## src/rtl/uart_pkg.sv

```systemverilog
// Shared types and constants for the UART transmit queue: FSM states and XON/XOFF flow-control bytes.
package uart_pkg;

  localparam int unsigned BYTE_W = 8;

  localparam logic [BYTE_W-1:0] XON_BYTE  = 8'h11;
  localparam logic [BYTE_W-1:0] XOFF_BYTE = 8'h13;

  typedef enum logic [1:0] {
    IDLE      = 2'd0,
    LAUNCH    = 2'd1,
    WAIT_BUSY = 2'd2,
    WAIT_DONE = 2'd3
  } tx_state_e;

endpackage

```

## src/rtl/uart_sync_fifo.sv

```systemverilog
// Synchronous byte FIFO with wrap-bit pointers; head word is visible combinationally on rdata.
module uart_sync_fifo #(
  parameter int unsigned DEPTH = 16,
  parameter int unsigned AW    = 4,
  parameter int unsigned W     = 8
) (
  input  logic          clk,
  input  logic          rst,
  input  logic          push,
  input  logic [W-1:0]  wdata,
  input  logic          pop,
  output logic [W-1:0]  rdata,
  output logic          full,
  output logic          empty,
  output logic [AW:0]   level
);

  localparam int unsigned PW = AW + 1;

  logic [W-1:0]  mem_q [DEPTH];
  logic [PW-1:0] wr_ptr_q, wr_ptr_d;
  logic [PW-1:0] rd_ptr_q, rd_ptr_d;
  logic          do_push, do_pop;

  // Full when the wrap bits differ but the index bits match.
  assign full    = (wr_ptr_q[AW] != rd_ptr_q[AW]) && (wr_ptr_q[AW-1:0] == rd_ptr_q[AW-1:0]);
  assign empty   = (wr_ptr_q == rd_ptr_q);
  assign level   = wr_ptr_q - rd_ptr_q;
  assign rdata   = mem_q[rd_ptr_q[AW-1:0]];
  assign do_push = push && !full;
  assign do_pop  = pop && !empty;

  always_comb begin
    wr_ptr_d = wr_ptr_q;
    rd_ptr_d = rd_ptr_q;
    if (do_push) wr_ptr_d = wr_ptr_q + PW'(1);
    if (do_pop)  rd_ptr_d = rd_ptr_q + PW'(1);
  end

  always_ff @(posedge clk) begin
    if (rst) begin
      wr_ptr_q <= '0;
      rd_ptr_q <= '0;
    end else begin
      wr_ptr_q <= wr_ptr_d;
      rd_ptr_q <= rd_ptr_d;
    end
  end

  always_ff @(posedge clk) begin
    if (do_push) mem_q[wr_ptr_q[AW-1:0]] <= wdata;
  end

endmodule

```

## src/rtl/uart_tx_queue.sv

```systemverilog
// Byte queue feeding the UART transmitter: one xmitH pulse per byte, paced on xmit_doneH.
// Optional XON/XOFF hold on received bytes is enabled by defining UART_TXQ_XONXOFF_EN.
module uart_tx_queue
  import uart_pkg::*;
#(
  parameter int unsigned DEPTH   = 16,
  parameter int unsigned AW      = 4,
  parameter int unsigned BUSY_TO = 8
) (
  input  logic              sys_clk,
  input  logic              sys_rst,
  input  logic [BYTE_W-1:0] wr_data,
  input  logic              wr_valid,
  output logic              wr_ready,
  output logic              xmitH,
  output logic [BYTE_W-1:0] xmit_dataH,
  input  logic              xmit_doneH,
  output logic [AW:0]       level,
  output logic              tx_busy,
  output logic              launch_err,
  input  logic [BYTE_W-1:0] rx_byte,
  input  logic              rx_valid
);

  localparam int unsigned PW = AW + 1;
  localparam int unsigned CW = $clog2(BUSY_TO) + 1;

  tx_state_e         state_q, state_d;
  logic [CW-1:0]     cnt_q, cnt_d;
  logic              xmit_q, xmit_d;
  logic [BYTE_W-1:0] data_q, data_d;
  logic              err_q, err_d;
  logic              busy_q, busy_d;
  logic              ready_q, ready_d;
  logic              hold_q, hold_d;

  logic              push_c, pop_c;
  logic [BYTE_W-1:0] fifo_rdata;
  logic              fifo_full, fifo_empty;
  logic [PW-1:0]     fifo_level, level_nxt;

  assign push_c = wr_valid && ready_q;

  uart_sync_fifo #(
    .DEPTH (DEPTH),
    .AW    (AW),
    .W     (BYTE_W)
  ) u_fifo (
    .clk   (sys_clk),
    .rst   (sys_rst),
    .push  (push_c),
    .wdata (wr_data),
    .pop   (pop_c),
    .rdata (fifo_rdata),
    .full  (fifo_full),
    .empty (fifo_empty),
    .level (fifo_level)
  );

`ifdef UART_TXQ_XONXOFF_EN
  always_comb begin
    hold_d = hold_q;
    if (rx_valid && (rx_byte == XOFF_BYTE))     hold_d = 1'b1;
    else if (rx_valid && (rx_byte == XON_BYTE)) hold_d = 1'b0;
  end
`else
  logic unused_rx;
  assign unused_rx = ^{rx_byte, rx_valid};
  assign hold_d    = 1'b0;
`endif

  // Launch/handshake sequencing; the FIFO head is popped in the same cycle it is latched.
  always_comb begin
    state_d = state_q;
    cnt_d   = cnt_q;
    xmit_d  = 1'b0;
    data_d  = data_q;
    err_d   = err_q;
    pop_c   = 1'b0;
    case (state_q)
      IDLE: begin
        if (!fifo_empty && xmit_doneH && !hold_q) begin
          pop_c   = 1'b1;
          data_d  = fifo_rdata;
          xmit_d  = 1'b1;
          state_d = LAUNCH;
        end
      end
      LAUNCH: begin
        cnt_d   = '0;
        state_d = WAIT_BUSY;
      end
      WAIT_BUSY: begin
        if (!xmit_doneH) begin
          state_d = WAIT_DONE;
        end else if (cnt_q == CW'(BUSY_TO - 1)) begin
          err_d   = 1'b1;
          state_d = IDLE;
        end else begin
          cnt_d = cnt_q + CW'(1);
        end
      end
      WAIT_DONE: begin
        if (xmit_doneH) state_d = IDLE;
      end
      default: state_d = IDLE;
    endcase
  end

  // Status flags are computed from next-cycle occupancy so they stay registered.
  always_comb begin
    level_nxt = fifo_level + PW'(push_c) - PW'(pop_c);
    ready_d   = (level_nxt != PW'(DEPTH));
    busy_d    = (state_d != IDLE) || (level_nxt != '0);
  end

  always_ff @(posedge sys_clk) begin
    if (sys_rst) begin
      state_q <= IDLE;
      cnt_q   <= '0;
      xmit_q  <= 1'b0;
      data_q  <= '0;
      err_q   <= 1'b0;
      busy_q  <= 1'b0;
      ready_q <= 1'b1;
      hold_q  <= 1'b0;
    end else begin
      state_q <= state_d;
      cnt_q   <= cnt_d;
      xmit_q  <= xmit_d;
      data_q  <= data_d;
      err_q   <= err_d;
      busy_q  <= busy_d;
      ready_q <= ready_d;
      hold_q  <= hold_d;
    end
  end

  assign wr_ready   = ready_q;
  assign xmitH      = xmit_q;
  assign xmit_dataH = data_q;
  assign level      = fifo_level;
  assign tx_busy    = busy_q;
  assign launch_err = err_q;

endmodule

```

## config.mk

```make
export PLATFORM = sky130hd
export DESIGN_NAME = uart_tx_queue
export DESIGN_NICKNAME = d
export VERILOG_FILES = /design/src/rtl/uart_pkg.sv /design/src/rtl/uart_sync_fifo.sv /design/src/rtl/uart_tx_queue.sv
export SDC_FILE = /design/constraint.sdc
export NUM_CORES = 1
export LEC_CHECK = 0
export CORE_MARGIN = 8
export CORE_UTILIZATION = 63
export CTS_CLUSTER_SIZE = 30
export DETAILED_ROUTE_END_ITERATION = 7
export HOLD_SLACK_MARGIN = 0.02
export PLACE_DENSITY = 0.94
export SYNTH_ARGS = -nofsm -noshare
export SYNTH_HDL_FRONTEND = slang
export SYNTH_SLANG_ARGS = --single-unit
export TNS_END_PERCENT = 100
```

## constraint.sdc

```tcl
create_clock -name sys_clk -period 9.85 [get_ports sys_clk]
set_clock_uncertainty 0.15 [all_clocks]
set_input_delay 1.4775 -clock sys_clk [delete_from_list [all_inputs] [get_ports sys_clk]]
set_output_delay 1.4775 -clock sys_clk [all_outputs]
set_load 0.1 [all_outputs]
```

==> impl_metrics.py <==
metrics = {
    "route": {
        "drcViolationCount": 0,
        "drt-initial-drc-count": 553,
        "via_count": 3854,
        "detail_route.vias_per_cell": 6.68,
        "route.final.wire_length_mm": 14.8,
        "drtPass1Iterations": 5,
        "wl_per_cell_um": 25.7,
        "antenna_left": 0,
    },
    "cells_and_area": {
        "insertedDiodeCount": 0,
        "finish.net_count": 466,
        "ff_latch_area_mm2": 0.00441,
        "drive_above_1_share_pct": 17.9,
        "area_of_the_multi_input_gates_mm2": 0.00190,
        "layout.filler_cells": 497,
        "syn_to_final_growth_pct": 15.4,
        "layout.cells.most_common_list": "128 x edfxtp_1, 32 x mux4_2, 28 x nor2_1, 28 x clkdlybuf4s50_1, 27 x dfxtp_1",
        "fin_cells": 577,
        "layout_commonest_cell": "edfxtp_1",
    },
    "power_and_ir_drop": {
        "power_switching_share_pct": 34.8,
        "seq_power_share_pct": 35.9,
        "pwr_density_cell_mw_per_mm2": 287,
        "ir_worst_vdd_uv": 189,
        "leakage_nw": 2.50,
        "share_clk_of_total_power_pct": 30.6,
        "internal_power_mw": 1.40,
        "netSwitchingPower_uw": 745,
        "power.combinational.fraction_pct": 33.5,
    },
    "worst_setup_path": {
        "cp_max_stage_delay_ns": 1.12,
        "path_max_fanout": 36,
        "critical_path.slowest_cell": "clkdlybuf4s50_1",
        "worstSetupPathType": "flip-flop to output pin",
        "critPathRequiredTime_ns": 8.22,
        "cp.arrival_ns": 3.72,
        "path_cells": "buf_4 -> ha_1 -> inv_1 -> fa_1 -> nand3_1 -> a21o_2 -> and2_2 -> clkdlybuf4s50_1",
        "worstSetupStartpointType": "flip-flop",
        "critPathCaptureType": "output pin",
    },
    "global_route": {
        "grt_start_max_net_pins": 37,
        "first_global_vias": 3949,
        "grt.overflow.total": 0,
        "met3_capacity_usage_during_global_routing_pct": 5.80,
        "grt_most_used_layer": "met2",
        "groute.layer.met2.usage_pct": 39.2,
        "met1_usage_pct": 27.2,
        "grt_util_all_layers_pct": 23.3,
        "grt_first_pass_wirelength_mm": 22.8,
        "antenna_found_initial": 0,
    },
    "clock_network": {
        "cts_tree": "done",
        "worst_setup_hold_path_clk_slew_ns": 0.07,
        "clkLatencyLatePin_ns": 0.54,
        "clock-root-buffer": "clkbuf_8",
        "cts_made_buffers": 17,
        "tritoncts_num_sinks": 156,
        "post_cts_resized": 0,
        "cts_buffer_depth": 2,
        "cts.hold.buffers_added": 0,
        "post-cts-setup-buffers": 0,
        "number_of_levels_in_the_clock_h_tree": 4,
    },
    "sta": {
        "max-slew-margin-rel_pct": 33.4,
        "hold_ws_ns": 0.341,
        "grt_setup_unrepaired": "no",
        "final_max_slew_viol_count": 0,
        "max_clock_freq_mhz": 187,
        "setup_violations": 0,
        "tns_ns": 0,
        "fin_crit_sh_pct": 54.3,
        "number_of_hold_slack_violations_in_the_final_timing_report": 0,
        "finalCriticalPeriod_ns": 5.35,
        "worst-slew-pin-transition_ns": 0.996,
    },
    "floorplan": {
        "die_y_um": 117,
        "design.die.area_mm2": 0.0137,
        "die_width_um": 117,
        "initial_core_util_pct": 63.7,
        "ios": 38,
        "core_mm2": 0.0101,
        "row_count": 37,
    },
    "logic_synthesis": {
        "syn_inst": 389,
        "yosysSeqAreaShare_pct": 68.2,
        "synth-seq-cells": 156,
        "synthDominantCellAreaShare_pct": 59.5,
        "synthesis.area_per_instance_um2": 16.6,
        "syn-cell-area_mm2": 0.00646,
        "synth_top_cell_by_area": "edfxtp_1",
        "synthesis.nets": 427,
        "post_synth_main_area_contributors": "edfxtp_1 60%, mux4_2 11%, dfxtp_1 8.7%",
        "yosys_warnings": 0,
        "ys_types": 50,
    },
    "job": {
        "max_cap_viol_count": 0,
    },
    "placed_design": {
        "portBuffers": 28,
        "place_inst": 545,
        "hpwl_mm": 8.94,
        "gp_routability_congestion": 0.783,
    },
    "run_status": {
        "status": "completed",
    },
    "min_path": {
        "hold_class": "flip-flop to flip-flop",
    },
}
worst max-delay path: cells and delay by family, from the launching register on:
family,cells,cell delay [ns]
buf+inv,3,1.70
flops,1,0.31
compound gates,1,0.17
fa+ha+maj,2,0.68
simple gates,2,0.30
through the flow:
stage / utilization [%] / area (um2) / setup slack, ns / power [mW]
finish: 73.5 / 7450 / 4.50 / 2.14
global route: 73.5 / 7450 / 4.30 / 2.21
CTS: 73.5 / 7450 / 4.45 / 2.14
detailed placement: 67.7 / 6870 / 4.53 / 1.48
global placement: 67.7 / 6870 / 4.77 / 1.45
floorplan: - / 6460 / 4.92 / 1.34
final timing paths:
kind / start / endpoint / slack (ns) / cells past startpoint
min reg2reg: xmit_dataH[2]$_SDFFE_PP0P_ / xmit_dataH[2]$_SDFFE_PP0P_ / 0.34 / 2
max: u_fifo.rd_ptr_q[0]$_SDFFE_PP0P_ / level[4] / 4.50 / 8
min: xmit_dataH[2]$_SDFFE_PP0P_ / xmit_dataH[2]$_SDFFE_PP0P_ / 0.34 / 2
max reg2reg: u_fifo.rd_ptr_q[0]$_SDFFE_PP0P_ / wr_ready$_SDFF_PP1_ / 5.00 / 16
cell usage after synthesis (all sizes together):
library cell and instances:
a211oi 2, a21o 5, a21oi 10, a221oi 8, a22o 9, a22oi 1, a311oi 2, a31o 1
a31oi 3, and2 2, and2b 1, and3 1, and4 1, buf 8, clkbuf 6, dfxtp 28
edfxtp 128, fa 2, ha 15, inv 17, mux2 1, mux2i 1, mux4 32, nand2 17
nand2b 5, nand3 5, nand3b 10, nand4 2, nor2 28, nor2b 3, nor3 5, o211a 2
o21a 2, o21ai 12, o31ai 1, or3 3, or4b 1, xnor2 3, xor2 6
power by group through the flow:
stage	sequential (mW)	combinational (mW)	clock [mW]
after floorplan	0.872	0.464	0
after global placement	0.777	0.668	0
after detailed placement	0.781	0.703	0
after CTS	0.768	0.716	0.655
after global routing	0.771	0.757	0.684
final	0.769	0.718	0.655
cells by family (layout without fill, tap and decap cells):
group                      count (synthesis)  in the layout  synth area share [%]
DFF                                      156            156                  68.2
and+or+nand+nor                           84             84                  6.67
AOI/OAI and AO/OA                         58             58                  6.45
muxes                                     34             34                  11.5
buffers and inverters                     31             83                  2.32
adders and majority gates                 17             17                  3.53
xor gates and xnor gates                   9              9                  1.34
per-layer routing:
metal  routed length [um]  up-vias
li1                     -     1610
met1                 5360     1935
met2                 7750      263
met3                 1210       46
met4                  524        0
met5                    0        -
flip-flops by register name, indices dropped and copies added (netlist names):
name / count
cnt_q: 4
launch_err: 1
state_q: 2
tx_busy: 1
u_fifo.mem_q: 128
u_fifo.rd_ptr_q: 5
u_fifo.wr_ptr_q: 5
wr_ready: 1
xmitH: 1
xmit_dataH: 8
area by class of cell:
class / count / area share (%)
tap: 136 / 2.28
inverter: 17 / 0.856
clock buffer: 19 / 5.66
clock inverter: 13 / 2.22
timing repair buffer: 34 / 4.36
sequential: 156 / 59.1
multi-input combinational: 202 / 25.5
Power figures use the tool's default switching activity.
